--- config.mk ---
export PLATFORM = sky130hd
export DESIGN_NAME = pyramid_decimator
export DESIGN_NICKNAME = d
export VERILOG_FILES = /design/src/rtl/pyramid_pkg.sv /design/src/rtl/read_tag_pipe.sv /design/src/rtl/pyramid_decimator.sv
export SDC_FILE = /design/constraint.sdc
export NUM_CORES = 1
export LEC_CHECK = 0
export BUFFER_PORTS_ARGS = -buffer_cell sky130_fd_sc_hd__buf_4
export CAP_MARGIN = 20
export CORE_MARGIN = 4
export CORE_UTILIZATION = 59
export CTS_CLUSTER_DIAMETER = 60
export DETAILED_ROUTE_END_ITERATION = 8
export GPL_TIMING_DRIVEN = 0
export PLACE_DENSITY = 0.79
export SYNTH_ARGS = -nofsm -noshare
export SYNTH_HDL_FRONTEND = slang
export SYNTH_SLANG_ARGS = --single-unit
--- constraint.sdc ---
create_clock -name clk_in -period 5.8 [get_ports clk_in]
set_input_delay 0 -clock clk_in [delete_from_list [all_inputs] [get_ports clk_in]]
set_output_delay 0 -clock clk_in [all_outputs]
set_load 0.05 [all_outputs]
--- src/rtl/pyramid_pkg.sv ---
// Shared types for the pyramid decimator.
//   mode_t        : subsample (keep top-left) or box-average
//   decim_state_t : control FSM states
//   read_tag_t    : sideband that travels with each source read through the
//                   BRAM latency window
//   acc_width()   : accumulator width needed to sum a full 2^MAX x 2^MAX block
// The tag address width is sized for the default 64x64 source image.
package pyramid_pkg;
  localparam int DEF_SRC_WIDTH  = 64;
  localparam int DEF_SRC_HEIGHT = 64;
  localparam int TAG_ADDR_W     = $clog2(DEF_SRC_WIDTH * DEF_SRC_HEIGHT);

  typedef enum logic {
    MODE_SUBSAMPLE = 1'b0,
    MODE_AVERAGE   = 1'b1
  } mode_t;

  typedef enum logic [1:0] {
    IDLE  = 2'd0,
    READ  = 2'd1,
    DRAIN = 2'd2,
    DONE  = 2'd3
  } decim_state_t;

  typedef struct packed {
    logic                  valid;
    logic                  first;    // first sample of an output block
    logic                  last;     // last sample of an output block
    logic [TAG_ADDR_W-1:0] out_addr; // destination address of that block
  } read_tag_t;

  function automatic int acc_width(input int bit_depth, input int max_shift);
    return bit_depth + 2 * max_shift;
  endfunction
endpackage

--- src/rtl/read_tag_pipe.sv ---
// Fixed-depth shift register of read tags, keeping each tag aligned with the
// pixel the BRAM returns DEPTH cycles after its address.
//   clk_in, rst_in_n : clock, async active-low clear
//   tag_i            : tag issued alongside the read address
//   tag_o            : tag aligned with the returning pixel
//   busy_o           : any stage still holds a valid tag
module read_tag_pipe
  import pyramid_pkg::*;
#(
  parameter int DEPTH = 2
) (
  input  logic      clk_in,
  input  logic      rst_in_n,
  input  read_tag_t tag_i,
  output read_tag_t tag_o,
  output logic      busy_o
);
  read_tag_t stg_q [DEPTH];

  always_ff @(posedge clk_in or negedge rst_in_n) begin
    if (!rst_in_n) begin
      for (int i = 0; i < DEPTH; i++) stg_q[i] <= '0;
    end else begin
      stg_q[0] <= tag_i;
      for (int i = 1; i < DEPTH; i++) stg_q[i] <= stg_q[i-1];
    end
  end

  assign tag_o = stg_q[DEPTH-1];

  always_comb begin
    busy_o = 1'b0;
    for (int i = 0; i < DEPTH; i++) busy_o = busy_o | stg_q[i].valid;
  end
endmodule

--- src/rtl/pyramid_decimator.sv ---
// Builds one octave base image by decimating a BRAM-resident source image by
// 2^k, either keeping each block's top-left pixel or averaging the block.
// Build option: DECIMATOR_ROUND_EN -- average mode rounds half up instead of
// truncating.
//   clk_in, rst_in_n       : clock, async active-low reset
//   start_in/mode_in/shift_in : run request, mode and exponent k (sampled together)
//   ext_read_addr(_valid)  : source read port; ext_pixel_in returns READ_LATENCY later
//   write_addr/valid, pixel_out : destination raster write port
//   busy_out/done_out/err_out   : run status; err pulses when k is 0 or too large
module pyramid_decimator
  import pyramid_pkg::*;
#(
  parameter int BIT_DEPTH    = 8,
  parameter int SRC_WIDTH    = 64,
  parameter int SRC_HEIGHT   = 64,
  parameter int MAX_SHIFT    = 3,
  parameter int READ_LATENCY = 2,
  localparam int ADDR_W  = $clog2(SRC_WIDTH * SRC_HEIGHT),
  localparam int SHIFT_W = $clog2(MAX_SHIFT + 1)
) (
  input  logic                 clk_in,
  input  logic                 rst_in_n,
  input  logic                 start_in,
  input  logic                 mode_in,
  input  logic [SHIFT_W-1:0]   shift_in,
  output logic [ADDR_W-1:0]    ext_read_addr,
  output logic                 ext_read_addr_valid,
  input  logic [BIT_DEPTH-1:0] ext_pixel_in,
  output logic [ADDR_W-1:0]    write_addr,
  output logic                 write_valid,
  output logic [BIT_DEPTH-1:0] pixel_out,
  output logic                 busy_out,
  output logic                 done_out,
  output logic                 err_out
);
  localparam int LOGW  = $clog2(SRC_WIDTH);
  localparam int LOGH  = $clog2(SRC_HEIGHT);
  localparam int ACC_W = acc_width(BIT_DEPTH, MAX_SHIFT);

  decim_state_t         state_q;
  mode_t                mode_q;
  logic [SHIFT_W-1:0]   k_q;
  logic [MAX_SHIFT-1:0] bx_q, by_q, bx_d, by_d;
  logic [LOGW-1:0]      ox_q, ox_d;
  logic [LOGH-1:0]      oy_q, oy_d;
  logic [ADDR_W-1:0]    rd_addr_q, rd_addr_d;
  logic                 rd_vld_q, busy_q, done_q, err_q;

  // Subsample walks a 1x1 "block", so one loop nest serves both modes.
  logic [MAX_SHIFT-1:0] bmask;
  logic [LOGW-1:0]      oxmax;
  logic [LOGH-1:0]      oymax;
  logic                 blk_first, blk_last, run_last;

  assign bmask     = (mode_q == MODE_AVERAGE) ? MAX_SHIFT'((1 << k_q) - 1) : '0;
  assign oxmax     = LOGW'((SRC_WIDTH >> k_q) - 1);
  assign oymax     = LOGH'((SRC_HEIGHT >> k_q) - 1);
  assign blk_first = (bx_q == '0) && (by_q == '0);
  assign blk_last  = (bx_q == bmask) && (by_q == bmask);
  assign run_last  = blk_last && (ox_q == oxmax) && (oy_q == oymax);

  always_comb begin
    bx_d = bx_q;
    by_d = by_q;
    ox_d = ox_q;
    oy_d = oy_q;
    if (bx_q != bmask) bx_d = bx_q + 1'b1;
    else begin
      bx_d = '0;
      if (by_q != bmask) by_d = by_q + 1'b1;
      else begin
        by_d = '0;
        if (ox_q != oxmax) ox_d = ox_q + 1'b1;
        else begin
          ox_d = '0;
          oy_d = oy_q + 1'b1;
        end
      end
    end
    // Fields never overlap (ox<<k < W, bx < 2^k), so OR acts as add.
    rd_addr_d = ((((ADDR_W'(oy_d) << k_q) | ADDR_W'(by_d))) << LOGW)
              | (ADDR_W'(ox_d) << k_q) | ADDR_W'(bx_d);
  end

  read_tag_t tag_in, tag_out;
  logic      pipe_busy;

  assign tag_in.valid    = rd_vld_q;
  assign tag_in.first    = blk_first;
  assign tag_in.last     = blk_last;
  assign tag_in.out_addr = TAG_ADDR_W'((ADDR_W'(oy_q) << (LOGW - k_q)) | ADDR_W'(ox_q));

  read_tag_pipe #(.DEPTH(READ_LATENCY)) u_tag_pipe (
    .clk_in   (clk_in),
    .rst_in_n (rst_in_n),
    .tag_i    (tag_in),
    .tag_o    (tag_out),
    .busy_o   (pipe_busy)
  );

  always_ff @(posedge clk_in or negedge rst_in_n) begin
    if (!rst_in_n) begin
      state_q   <= IDLE;
      mode_q    <= MODE_SUBSAMPLE;
      k_q       <= '0;
      bx_q      <= '0;
      by_q      <= '0;
      ox_q      <= '0;
      oy_q      <= '0;
      rd_addr_q <= '0;
      rd_vld_q  <= 1'b0;
      busy_q    <= 1'b0;
      done_q    <= 1'b0;
      err_q     <= 1'b0;
    end else begin
      done_q <= 1'b0;
      err_q  <= 1'b0;
      case (state_q)
        IDLE: if (start_in) begin
          if (shift_in == '0 || {1'b0, shift_in} > (SHIFT_W+1)'(MAX_SHIFT)) begin
            err_q <= 1'b1;
          end else begin
            state_q   <= READ;
            mode_q    <= mode_t'(mode_in);
            k_q       <= shift_in;
            bx_q      <= '0;
            by_q      <= '0;
            ox_q      <= '0;
            oy_q      <= '0;
            rd_addr_q <= '0;
            rd_vld_q  <= 1'b1;
            busy_q    <= 1'b1;
          end
        end
        READ: if (run_last) begin
          state_q  <= DRAIN;
          rd_vld_q <= 1'b0;
        end else begin
          bx_q      <= bx_d;
          by_q      <= by_d;
          ox_q      <= ox_d;
          oy_q      <= oy_d;
          rd_addr_q <= rd_addr_d;
        end
        // Pipe empties the same cycle the final write is on the port.
        DRAIN: if (!pipe_busy) begin
          state_q <= DONE;
          done_q  <= 1'b1;
          busy_q  <= 1'b0;
        end
        DONE:    state_q <= IDLE;
        default: state_q <= IDLE;
      endcase
    end
  end

  logic [ACC_W-1:0] acc_q, acc_total, rnd, avg_total;

  assign acc_total = tag_out.first ? ACC_W'(ext_pixel_in) : acc_q + ACC_W'(ext_pixel_in);
`ifdef DECIMATOR_ROUND_EN
  assign rnd = ACC_W'(1) << (2 * k_q - 1);
`else
  assign rnd = '0;
`endif
  assign avg_total = acc_total + rnd;

  logic                 wv_q;
  logic [ADDR_W-1:0]    wa_q;
  logic [BIT_DEPTH-1:0] px_q;

  always_ff @(posedge clk_in or negedge rst_in_n) begin
    if (!rst_in_n) begin
      acc_q <= '0;
      wv_q  <= 1'b0;
      wa_q  <= '0;
      px_q  <= '0;
    end else begin
      wv_q <= 1'b0;
      if (tag_out.valid) begin
        acc_q <= acc_total;
        if (tag_out.last) begin
          wv_q <= 1'b1;
          wa_q <= ADDR_W'(tag_out.out_addr);
          px_q <= (mode_q == MODE_AVERAGE) ? BIT_DEPTH'(avg_total >> (2 * k_q)) : ext_pixel_in;
        end
      end
    end
  end

  assign ext_read_addr       = rd_addr_q;
  assign ext_read_addr_valid = rd_vld_q;
  assign write_addr          = wa_q;
  assign write_valid         = wv_q;
  assign pixel_out           = px_q;
  assign busy_out            = busy_q;
  assign done_out            = done_q;
  assign err_out             = err_q;
endmodule
==> parameters.txt <==
Parameter                              Value

Synth
  Average instance area after synthesis    about 9.4 um^2
  Total number of yosys warnings    0
  Library cell with the highest instance count after synthesis    sky130_fd_sc_hd__dfrtp_1
  Sequential-to-total area share from yosys stat    42.7%
  Netlist Area Pre-Place    0.00609 mm^2
  Share of the synthesized area in the top cell type    roughly 43%
  Most frequent cells after synthesis    sky130_fd_sc_hd__dfrtp_1, sky130_fd_sc_hd__nand2_1, sky130_fd_sc_hd__o21ai_0
  Post-synth top flop    sky130_fd_sc_hd__dfrtp_1
  Number of instances in the synthesized netlist    649
  Synth area leader    sky130_fd_sc_hd__dfrtp_1
  Share of flip-flops with an asynchronous set or reset after synthesis    100%
  Cell variety after synth    between 70 and 80
  EDFF count, synth    0
  Synthesized net count    687
  Biggest area contributors in the synthesized netlist    sky130_fd_sc_hd__dfrtp_1, sky130_fd_sc_hd__nand2_1, sky130_fd_sc_hd__ha_1
  Post-synthesis sequential element count    between 100 and 150

Floorplan
  Chip width    110 um
  IO Pins    51
  Floorplan die height    110 um
  Core area    0.00991 mm^2
  Initial core utilization    roughly 61%
  # rows    36
  Area of the die    0.0120 mm^2

Status
  Result of the run    finished clean

STA
  Clock Skews    0.0126 ns
  Final hold violations    0
  Actual slew at the worst max-slew pin    0.741 ns
  Setup Total Neg Slack    0 ns
  Minimum clock period    4.35 ns
  Min setup slack post-route    1.45 ns
  Final setup violation count    0
  Max-slew violation count    0
  Worst slew margin relative to its limit    between 50% and 60%
  RSZ-0062 raised after global routing    false
  Highest clock frequency the design can meet    0.230 GHz
  Final period utilization    roughly three quarters

Routing
  Post-DR vias/cell    approximately 6.3
  Routed vias    5395
  Count of routing violations after the opening detailed-route iteration    420
  Number of antenna-violating nets in the routed design    0
  Per-cell routed wire length    18.7 um
  Detailed Routing Iterations Pass 1    5
  Wire length reported by the detailed router    ~16000 um
  Post-route DRC violation count    0

Min path
  Beginning of the worst hold path    ext_pixel_in[7]
  Endpoint with the worst hold slack    pixel_out[7]
  Hold Path Depth    4
  Type of the most critical hold path    primary input to flop

Setup path
  Critical Path Fanout Max    12
  Worst setup path category    flop to flop
  Reg2reg end    ox_q[2]
  Depth of the most critical reg-to-reg path    12
  Critical path required time    6.09 ns
  Critical path startpoint category    flop
  Crit path DAT    4.64 ns
  Critical Path End Type    flop
  Setup slack on the worst flop-to-flop path    1.45 ns
  Reg-to-reg startpoint    k_q[0]

Pwr
  Power density relative to cell area    between 500 and 600 mW/mm^2
  Static power due to leakage    3.21 nW
  Worst IR Drop VDD    between 0.3 and 0.4 mV
  Final Total Pwr    0.00373 W

Job
  Number of maximum-capacitance violations    0

Clocking
  Root Driver    sky130_fd_sc_hd__clkbuf_8
  CTS max path bufs    2
  Number of levels in the clock H-tree    3
  CTS resizes    0
  Clock Latency Late Sink    around 0.38 ns
  Clock tree from TritonCTS    built
  Number of hold-repair buffers added at the cts stage    11
  Sinks on Clock Net    104
  Num CTS Buffers    9
  Clock edge transition at the registers on the reported setup and hold paths    0.11 ns
  Number of setup buffers added after CTS    0

Layout
  Share of final-layout standard cells stronger than drive strength 1    between 10% and 20%
  Total Nets Final    between 700 and 800
  Area overhead of the layout relative to synthesis    14.6%
  Inserted Diodes    0

Global route
  Via count of the first global-routing pass    5259
  Maximum number of pins on one net before global-route repair    57
  Overflow after GRT    0
  First-pass GRT wire length    25900 um
  All-layer global routing usage    28.1%
  Initial antenna violation count    0

Place
  Worst-case setup slack after placement    between 1.5 and 2 ns
  Count of port buffers added during placement    50
  Detailed Place HPWL    11700 um
  Final weighted congestion of routability-driven global placement    0.927
## layer usage
metal  global-route usage [%]  up-vias  share of wire (%)
li1                         -     2509                  -
met1                     36.6     2583                 41
met4                     13.0        0                4.0
met2                     45.2      243                 47
met5                        0        -                  0
met3                     6.11       60                7.6
## layout make-up
cell class / instances / area, um^2
fillers: 780 / 2930
plain buffers: 39 / 159
inverters: 25 / 93.8
multi-input cells: 481 / 3230
flip-flops and latches: 104 / 2600
well taps: 133 / 166
clock inverters: 6 / 81.3
clock buffers: 10 / 128
repair buffers: 62 / 513
## per-stage QoR
stage / cell area, um^2 / utilization [%] / cells / hold WS, ns
floorplan: 6090 / - / 649 / -0.296
global placement: 6630 / 66.9 / 832 / 0.185
detailed placement: 6660 / 67.2 / 833 / 0.0701
CTS: 6980 / 70.4 / 860 / 0.0114
global route: 6980 / 70.4 / 860 / 0.0185
finish: 6980 / 70.4 / 860 / 0.0343
## flip-flops by register name, summed over array words and instances, names as in the netlist, 2 cells and up
signal / count
pixel_out: 8
by_q: 3
acc_q: 14
ext_read_addr: 12
k_q: 2
write_addr: 12
state_q: 2
ox_q: 6
oy_q: 6
bx_q: 3
u_tag_pipe.stg_q: 15
u_tag_pipe.tag_o: 15
## critical path, stage by stage (launching register included)
cell and delay [ns]:
sky130_fd_sc_hd__dfrtp_1 0.44, sky130_fd_sc_hd__clkbuf_1 0.24, sky130_fd_sc_hd__inv_1 0.18, sky130_fd_sc_hd__clkbuf_1 0.53
sky130_fd_sc_hd__ha_1 0.35, sky130_fd_sc_hd__xnor2_1 0.19, sky130_fd_sc_hd__mux2_2 0.41, sky130_fd_sc_hd__a311oi_1 0.58
sky130_fd_sc_hd__nand4_1 0.24, sky130_fd_sc_hd__nand2_1 0.33, sky130_fd_sc_hd__clkbuf_1 0.50, sky130_fd_sc_hd__o21ai_0 0.18
sky130_fd_sc_hd__o31ai_1 0.09
## where the power goes
part | total (W) | internal, W | switching [W]
combinational | 0.00219 | 0.000732 | 0.00146
clock | 0.000487 | 0.000211 | 0.000276
sequential | 0.00106 | 0.000925 | 0.000132
## kinds of logic after synthesis
family | after synthesis | share of synthesized area (%)
simple gates | 231 | 18.3
compound gates | 172 | 19.8
flops | 104 | 42.7
buf+inv | 64 | 4.15
mux | 36 | 7.40
fa+ha+maj | 24 | 5.05
xor+xnor | 18 | 2.59
## layout by cell type (no fill, tap or decap), drive strengths merged, types with 5 or more instances in the layout
cell	n
o31ai	9
nor2	35
and2	10
mux4	6
ha	23
inv	27
nand4	6
a21oi	28
and3	10
nor3	19
mux2i	18
o2bb2ai	5
a211oi	5
o21ai	46
mux2	12
nor2b	6
nand2b	7
nand2	94
a21o	12
o211ai	6
o21a	5
xnor2	11
nand3	24
a211o	5
a32oi	6
buf	57
xor2	7
dlygate4sd3	11
dfrtp	104
clkbuf	43
## worst max path at each step
stage	startpoint	end	slack, ns	cells after the start
finish	k_q[0]	ox_q[2]	1.45	12
global route	k_q[0]	ext_read_addr[4]	1.11	12
CTS	k_q[0]	ox_q[2]	1.51	12
detailed placement	k_q[0]	ox_q[2]	1.52	12
global placement	k_q[0]	ox_q[2]	1.60	12
floorplan	k_q[0]	ext_read_addr[5]	2.47	10
No activity file was read; power rests on OpenSTA's default activity.
